`src/rtl/pic_pkg.sv`:
```
// Shared definitions for the PIC command-write path.
// Contents:
//   pic_state_t     - initialization sequence state
//   *_BIT constants - bit positions of the command bytes' decode fields
//   STB_*           - bit index of each strobe inside the strobe vector
package pic_pkg;

  typedef enum logic [2:0] {
    UNINIT    = 3'd0,
    WAIT_ICW2 = 3'd1,
    WAIT_ICW3 = 3'd2,
    WAIT_ICW4 = 3'd3,
    READY     = 3'd4
  } pic_state_t;

  localparam int ICW1_SEL_BIT = 4;
  localparam int LTIM_BIT     = 3;
  localparam int SNGL_BIT     = 1;
  localparam int IC4_BIT      = 0;
  localparam int OCW3_SEL_BIT = 3;

  localparam int STB_ICW1 = 0;
  localparam int STB_ICW2 = 1;
  localparam int STB_ICW3 = 2;
  localparam int STB_ICW4 = 3;
  localparam int STB_OCW1 = 4;
  localparam int STB_OCW2 = 5;
  localparam int STB_OCW3 = 6;
  localparam int NUM_STB  = 7;

endpackage

```
`src/rtl/pic_wr_sync.sv`:
```
// CPU write capture for the PIC: synchronizes cs_n/wr_n into the clk domain,
// keeps sampling a0/data while a write is active and fires one event on the
// trailing (rising) edge of wr_n.
// Ports:
//   clk, reset        - clock, asynchronous active-high reset
//   cs_n, wr_n        - asynchronous chip select / write strobe (active low)
//   a0, data_bus      - CPU address bit and write data
//   wr_event          - single-cycle pulse, a completed write is held
//   ev_a0, ev_data    - a0 and data captured for the write
module pic_wr_sync #(
  parameter int SYNC_STAGES = 2
) (
  input  logic       clk,
  input  logic       reset,
  input  logic       cs_n,
  input  logic       wr_n,
  input  logic       a0,
  input  logic [7:0] data_bus,
  output logic       wr_event,
  output logic       ev_a0,
  output logic [7:0] ev_data
);

  logic [SYNC_STAGES-1:0] cs_sync;
  logic [SYNC_STAGES-1:0] wr_sync;
  logic                   cs_s;
  logic                   wr_s;
  logic                   wr_d;
  logic                   armed;
  logic                   hold_sel;
  logic                   hold_a0;
  logic [7:0]             hold_data;

  assign cs_s = cs_sync[SYNC_STAGES-1];
  assign wr_s = wr_sync[SYNC_STAGES-1];

  assign wr_event = hold_sel && !wr_d && wr_s;
  assign ev_a0    = hold_a0;
  assign ev_data  = hold_data;

  // armed only rises once wr_n has been seen high after reset, so a write
  // whose falling edge happened before reset release is never captured.
  always_ff @(posedge clk or posedge reset) begin
    if (reset) begin
      cs_sync   <= '0;
      wr_sync   <= '0;
      wr_d      <= 1'b0;
      armed     <= 1'b0;
      hold_sel  <= 1'b0;
      hold_a0   <= 1'b0;
      hold_data <= '0;
    end else begin
      cs_sync <= {cs_sync[SYNC_STAGES-2:0], cs_n};
      wr_sync <= {wr_sync[SYNC_STAGES-2:0], wr_n};
      wr_d    <= wr_s;
      if (wr_s) begin
        armed <= 1'b1;
      end
      if (armed && !wr_s && !cs_s) begin
        hold_data <= data_bus;
        hold_a0   <= a0;
        hold_sel  <= 1'b1;
      end else if (wr_event) begin
        hold_sel <= 1'b0;
      end
    end
  end

endmodule

```
`src/rtl/pic_cmd_sequencer.sv`:
```
// Command-write sequencer for an 8259A-compatible PIC. Decodes CPU writes into
// ICW1-ICW4 / OCW1-OCW3, emits one-cycle strobes with a registered copy of the
// command byte, and keeps the ICW-derived configuration.
// Optional build macro: PIC_WR_ERR_EN adds the sticky wr_err output.
// Ports:
//   clk, reset                     - clock, asynchronous active-high reset
//   cs_n, wr_n, a0, data_bus       - CPU write interface
//   internal_bus                   - command byte of the last accepted write
//   icw1..4_write, ocw1..3_write   - one-cycle command strobes
//   init_done                      - ICW sequence complete
//   ltim, single_mode              - ICW1 D3, D1
//   vector_base                    - ICW2 D7:D3
//   cascade_cfg                    - ICW3 byte
//   auto_eoi, upm                  - ICW4 D1, D0
//   wr_err (PIC_WR_ERR_EN only)    - sticky flag for ignored writes
module pic_cmd_sequencer
  import pic_pkg::*;
#(
  parameter int SYNC_STAGES = 2
) (
  input  logic       clk,
  input  logic       reset,
  input  logic       cs_n,
  input  logic       wr_n,
  input  logic       a0,
  input  logic [7:0] data_bus,
  output logic [7:0] internal_bus,
  output logic       icw1_write,
  output logic       icw2_write,
  output logic       icw3_write,
  output logic       icw4_write,
  output logic       ocw1_write,
  output logic       ocw2_write,
  output logic       ocw3_write,
  output logic       init_done,
  output logic       ltim,
  output logic       single_mode,
  output logic [4:0] vector_base,
  output logic [7:0] cascade_cfg,
  output logic       auto_eoi,
  output logic       upm
`ifdef PIC_WR_ERR_EN
  ,
  output logic       wr_err
`endif
);

  logic               wr_event;
  logic               ev_a0;
  logic [7:0]         ev_data;
  pic_state_t         state;
  pic_state_t         state_nxt;
  logic [NUM_STB-1:0] stb_q;
  logic [NUM_STB-1:0] stb_nxt;
  logic               ic4;

  pic_wr_sync #(
    .SYNC_STAGES(SYNC_STAGES)
  ) u_wr_sync (
    .clk      (clk),
    .reset    (reset),
    .cs_n     (cs_n),
    .wr_n     (wr_n),
    .a0       (a0),
    .data_bus (data_bus),
    .wr_event (wr_event),
    .ev_a0    (ev_a0),
    .ev_data  (ev_data)
  );

  always_ff @(posedge clk or posedge reset) begin
    if (reset) begin
      state <= UNINIT;
    end else begin
      state <= state_nxt;
    end
  end

  // ICW1 wins from any state; everything else depends on where we are in the
  // sequence. A write that selects no strobe is ignored.
  always_comb begin
    state_nxt = state;
    stb_nxt   = '0;
    if (wr_event) begin
      if (!ev_a0 && ev_data[ICW1_SEL_BIT]) begin
        stb_nxt[STB_ICW1] = 1'b1;
        state_nxt         = WAIT_ICW2;
      end else begin
        case (state)
          WAIT_ICW2: begin
            if (ev_a0) begin
              stb_nxt[STB_ICW2] = 1'b1;
              if (!single_mode) state_nxt = WAIT_ICW3;
              else if (ic4)     state_nxt = WAIT_ICW4;
              else              state_nxt = READY;
            end
          end
          WAIT_ICW3: begin
            if (ev_a0) begin
              stb_nxt[STB_ICW3] = 1'b1;
              state_nxt         = ic4 ? WAIT_ICW4 : READY;
            end
          end
          WAIT_ICW4: begin
            if (ev_a0) begin
              stb_nxt[STB_ICW4] = 1'b1;
              state_nxt         = READY;
            end
          end
          READY: begin
            if (ev_a0)                      stb_nxt[STB_OCW1] = 1'b1;
            else if (ev_data[OCW3_SEL_BIT]) stb_nxt[STB_OCW3] = 1'b1;
            else                            stb_nxt[STB_OCW2] = 1'b1;
          end
          default: ;
        endcase
      end
    end
  end

  always_ff @(posedge clk or posedge reset) begin
    if (reset) begin
      stb_q        <= '0;
      internal_bus <= '0;
      init_done    <= 1'b0;
      ltim         <= 1'b0;
      single_mode  <= 1'b0;
      ic4          <= 1'b0;
      vector_base  <= '0;
      cascade_cfg  <= '0;
      auto_eoi     <= 1'b0;
      upm          <= 1'b0;
    end else begin
      stb_q <= stb_nxt;
      if (|stb_nxt) begin
        internal_bus <= ev_data;
      end
      if (stb_nxt[STB_ICW1]) begin
        ltim        <= ev_data[LTIM_BIT];
        single_mode <= ev_data[SNGL_BIT];
        ic4         <= ev_data[IC4_BIT];
        auto_eoi    <= 1'b0;
        upm         <= 1'b0;
        init_done   <= 1'b0;
      end
      if (stb_nxt[STB_ICW2]) begin
        vector_base <= ev_data[7:3];
      end
      if (stb_nxt[STB_ICW3]) begin
        cascade_cfg <= ev_data;
      end
      if (stb_nxt[STB_ICW4]) begin
        auto_eoi <= ev_data[1];
        upm      <= ev_data[0];
      end
      if ((stb_nxt[STB_ICW2] || stb_nxt[STB_ICW3] || stb_nxt[STB_ICW4]) &&
          (state_nxt == READY)) begin
        init_done <= 1'b1;
      end
    end
  end

`ifdef PIC_WR_ERR_EN
  // Every accepted write produces exactly one strobe, so an event with no
  // strobe is an ignored write.
  logic ignored;
  assign ignored = wr_event && (stb_nxt == '0);

  always_ff @(posedge clk or posedge reset) begin
    if (reset) begin
      wr_err <= 1'b0;
    end else if (stb_nxt[STB_ICW1]) begin
      wr_err <= 1'b0;
    end else if (ignored) begin
      wr_err <= 1'b1;
    end
  end
`endif

  assign icw1_write = stb_q[STB_ICW1];
  assign icw2_write = stb_q[STB_ICW2];
  assign icw3_write = stb_q[STB_ICW3];
  assign icw4_write = stb_q[STB_ICW4];
  assign ocw1_write = stb_q[STB_OCW1];
  assign ocw2_write = stb_q[STB_OCW2];
  assign ocw3_write = stb_q[STB_OCW3];

endmodule

```
`config.mk`:
```
export PLATFORM = sky130hd
export DESIGN_NAME = pic_cmd_sequencer
export DESIGN_NICKNAME = d
export VERILOG_FILES = /design/src/rtl/pic_pkg.sv /design/src/rtl/pic_wr_sync.sv /design/src/rtl/pic_cmd_sequencer.sv
export SDC_FILE = /design/constraint.sdc
export NUM_CORES = 1
export LEC_CHECK = 0
export BUFFER_PORTS_ARGS = -buffer_cell sky130_fd_sc_hd__buf_2
export CORE_MARGIN = 5
export CORE_UTILIZATION = 39
export DETAILED_ROUTE_END_ITERATION = 10
export GPL_ROUTABILITY_DRIVEN = 0
export MAX_ROUTING_LAYER = met4
export PLACE_DENSITY = 0.7
export SYNTH_ARGS = -nofsm -noshare
export SYNTH_HDL_FRONTEND = slang
export SYNTH_SLANG_ARGS = --single-unit
export TNS_END_PERCENT = 50
```
`constraint.sdc`:
```
create_clock -name clk -period 2.06 [get_ports clk]
set_clock_uncertainty 0.15 [all_clocks]
set_input_delay 0.103 -clock clk [delete_from_list [all_inputs] [get_ports clk]]
set_output_delay 0.103 -clock clk [all_outputs]
set_load 0.02 [all_outputs]
```
==> metrics.md <==
| Metric | Value |
|---|---|
| Share of cells above drive strength 1 | `47.3%` |
| DRT Pass-1 Iters | `4` |
| FF-to-FF setup slack | `0.18 ns` |
| Drt drc | `0` |
| Post-Route WL | `3.77 mm` |
| Buf+Inv Stages, Crit Path | `0` |
| Hold Startpoint | `u_wr_sync.wr_sync[0]` |
| Synthesis-to-layout area growth | `27.3%` |
| Die X | `82.4 um` |
| Synth Net Count | `153` |
| Final worst slack | `0.182 ns` |
| FF+latch count, synth | `53` |
| First-pass GRT wire length | `6.42 mm` |
| Most common cell after layout, fill and taps aside | `dfrtp_1` |
| YS warnings | `0` |
| Cell variety after synth | `32` |
| Slew Limit Headroom | `54.6%` |
| Critical Setup Path Class | `flip-flop to flip-flop` |
| Worst setup SP type | `flip-flop` |
| Inserted Clock Buffers | `5` |
| Finished Cell Area | `2600 um2` |
| Largest net degree at the start of global routing | `36` |
| Site row count | `26` |
| Worst path slowest cell | `or4b_4` |
| Crit. Startpoint | `u_wr_sync.wr_d` |
| Syn avg cell area | `14.6 um2` |
| Initial Utilization | `40.0%` |
| Post-synthesis sequential area ratio | `64.9%` |
| Post-Layout Cell Count | `277` |
| TritonCTS clock tree | `built` |
| CP max FO | `10` |
| Clock tree sinks | `53` |
| Setup WS pre-CTS | `0.191 ns` |
| Hold crit path type | `flip-flop to flip-flop` |
| Post-DRT Antenna Nets | `0` |
| Status | `completed` |
| Number of cells on the critical path | `3` |
| Fin nets | `219` |
| 1st-iter DRT viols | `137` |
| Leak | `1.33 nW` |
| Vias in the first global route | `1364` |
| Worst skew pair latency | `0.30 ns` |
| Max frequency | `533 MHz` |
| Arrival time worst endpoint | `1.91 ns` |
| Die height | `82.4 um` |
| Grt total ovfl | `0` |
| Finish-stage setup viols | `0` |
| Worst setup EP type | `flip-flop` |
| Htree depth | `2` |
| Crit-path max cell delay | `0.68 ns` |
| Worst VDD drop | `703 uV` |
| Vias after detailed routing | `1285` |
| Fill cells | `441` |
| RSZ-0062 raised after global routing | `false` |
| I/O pin count | `46` |
| Reg clk slew, reported paths | `0.09 ns` |
| Final worst-path cycle share | `91.1%` |
| Core area | `5110 um2` |
| Final Total Pwr | `0.00319 W` |
| PwrDens | `1230 nW/um2` |
| Commonest cells after routing, fill and taps aside | `dfrtp_1, buf_2, mux2_2` |
| Initial antenna violation count | `0` |
| Final count of hold timing violations | `0` |
| Hold Path Stages | `0` |
| Root Buffer | `clkbuf_8` |
| Number of port buffers | `45` |
| Via-per-instance ratio | `4.64` |
| WL per Instance | `13.6 um` |
| Post-Synthesis Cells | `140` |
| HPWL Detailed | `2.74 mm` |
| Synthesized area | `2040 um2` |
| Fin Setup TNS | `0 ns` |
| Max-Cap Viols | `0` |
| Post-placement cell count | `257` |
| Min cycle time layout | `1.88 ns` |
| Slew Viols, Final | `0` |
| GRT Total Usage | `13.0%` |
| Worst-Margin Slew | `0.680 ns` |
| R2R depth | `3` |
| CP cell instances | `nand3b_1 > or4b_4 > mux2_4` |
| Post_cts resized | `0` |
| Cell Area, Placed | `2380 um2` |
| Diode count | `0` |
| Post-CTS setup buffers | `0` |
| Maximum buffer depth of the clock tree | `2` |
| Cell family with most CP delay | `simple AND/OR/NAND/NOR gates` |
| Reg2reg start | `u_wr_sync.wr_d` |
| Req. time, crit path | `2.09 ns` |
| Hold Buf Count CTS | `12` |
| Die area | `6790 um2` |
-- sequential cells by signal, indices dropped and copies added, names as in the netlist --
register,count
cascade_cfg,8
internal_bus,8
u_wr_sync.ev_data,8
stb_q,7
vector_base,5
state,3
u_wr_sync.cs_sync,2
u_wr_sync.wr_sync,2
auto_eoi,1
ic4,1
init_done,1
ltim,1
single_mode,1
u_wr_sync.armed,1
u_wr_sync.ev_a0,1
u_wr_sync.hold_sel,1
u_wr_sync.wr_d,1
upm,1
-- stage by stage --
stage,utilization [%],hold slack [ns]
floorplan,-,-0.0156
global placement,46.6,0.0666
detailed placement,46.6,0.0624
finish,50.9,0.204
CTS,50.9,0.206
global route,50.9,0.225
-- cell type report --
class	instances	area, um2	area share (%)
tap	70	87.6	3.37
clock buffer	7	96.3	3.71
inverter	3	11.3	0.433
sequential	53	1330	51.0
timing repair buffer	64	398	15.3
clock inverter	1	5.00	0.192
multi-input combinational	79	676	26.0
-- report_power, final --
group          total (W)  switching [W]  internal [W]
combinational    0.00105       0.000569      0.000480
clock           0.000611       0.000307      0.000304
sequential       0.00153       0.000206       0.00133
total            0.00319        0.00108       0.00211
-- path summary, 6_finish.rpt --
check | to
setup / recovery | cascade_cfg[5]
hold / removal | u_wr_sync.wr_sync[1]
setup reg to reg | cascade_cfg[5]
hold reg to reg | u_wr_sync.wr_sync[1]
max in group asynchronous | cascade_cfg[3]
min in group asynchronous | internal_bus[0]
-- Yosys cell counts --
| cell type | number | share of area [%] |
|---|---|---|
| a211oi_1 | 1 | 0.37 |
| a21o_1 | 1 | 0.37 |
| a21oi_1 | 3 | 0.73 |
| a221o_1 | 1 | 0.49 |
| a22o_1 | 3 | 1.3 |
| and2_1 | 1 | 0.31 |
| and2b_1 | 1 | 0.37 |
| and3_1 | 1 | 0.31 |
| and3b_2 | 1 | 0.49 |
| buf_1 | 1 | 0.18 |
| buf_2 | 3 | 0.73 |
| buf_6 | 1 | 0.55 |
| dfrtp_1 | 53 | 65 |
| inv_1 | 3 | 0.55 |
| mux2_2 | 22 | 12 |
| mux2_4 | 8 | 5.9 |
| nand2_1 | 14 | 2.6 |
| nand2b_2 | 1 | 0.43 |
| nand3b_1 | 1 | 0.37 |
| nand4b_1 | 1 | 0.43 |
| nor2_1 | 5 | 0.92 |
| nor2_2 | 1 | 0.31 |
| nor3_1 | 1 | 0.24 |
| nor3b_1 | 2 | 0.73 |
| nor4_1 | 1 | 0.31 |
| nor4b_1 | 1 | 0.43 |
| o21ai_0 | 2 | 0.49 |
| o31ai_4 | 1 | 1.0 |
| or2_2 | 2 | 0.61 |
| or2b_1 | 1 | 0.37 |
| or4b_4 | 1 | 0.67 |
| xor2_1 | 1 | 0.43 |
-- cell families (layout without fill, tap and decap cells) --
| kind of cell | count (synthesis) | in the layout | share of synthesized area, % |
|---|---|---|---|
| AND/OR/NAND/NOR | 36 | 36 | 9.86 |
| flip-flops | 53 | 53 | 64.9 |
| buffers and inverters | 8 | 75 | 2.02 |
| XOR/XNOR | 1 | 1 | 0.429 |
| AO/OA/AOI/OAI | 12 | 12 | 4.78 |
| multiplexers | 30 | 30 | 18.0 |
-- worst register-to-register path, cell delays in order (launching register included) --
cell and delay, ns:
dfrtp_1 0.39, nand3b_1 0.21, or4b_4 0.68, mux2_4 0.34
-- metal layers --
layer	GRT usage, %	vias up	part of all wire, %
met3	3.69	7	5.4
met1	17.0	628	47
li1	-	614	-
met2	20.0	36	47
met5	-	-	0
met4	3.49	0	1.0
Power figures use the tool's default switching activity.
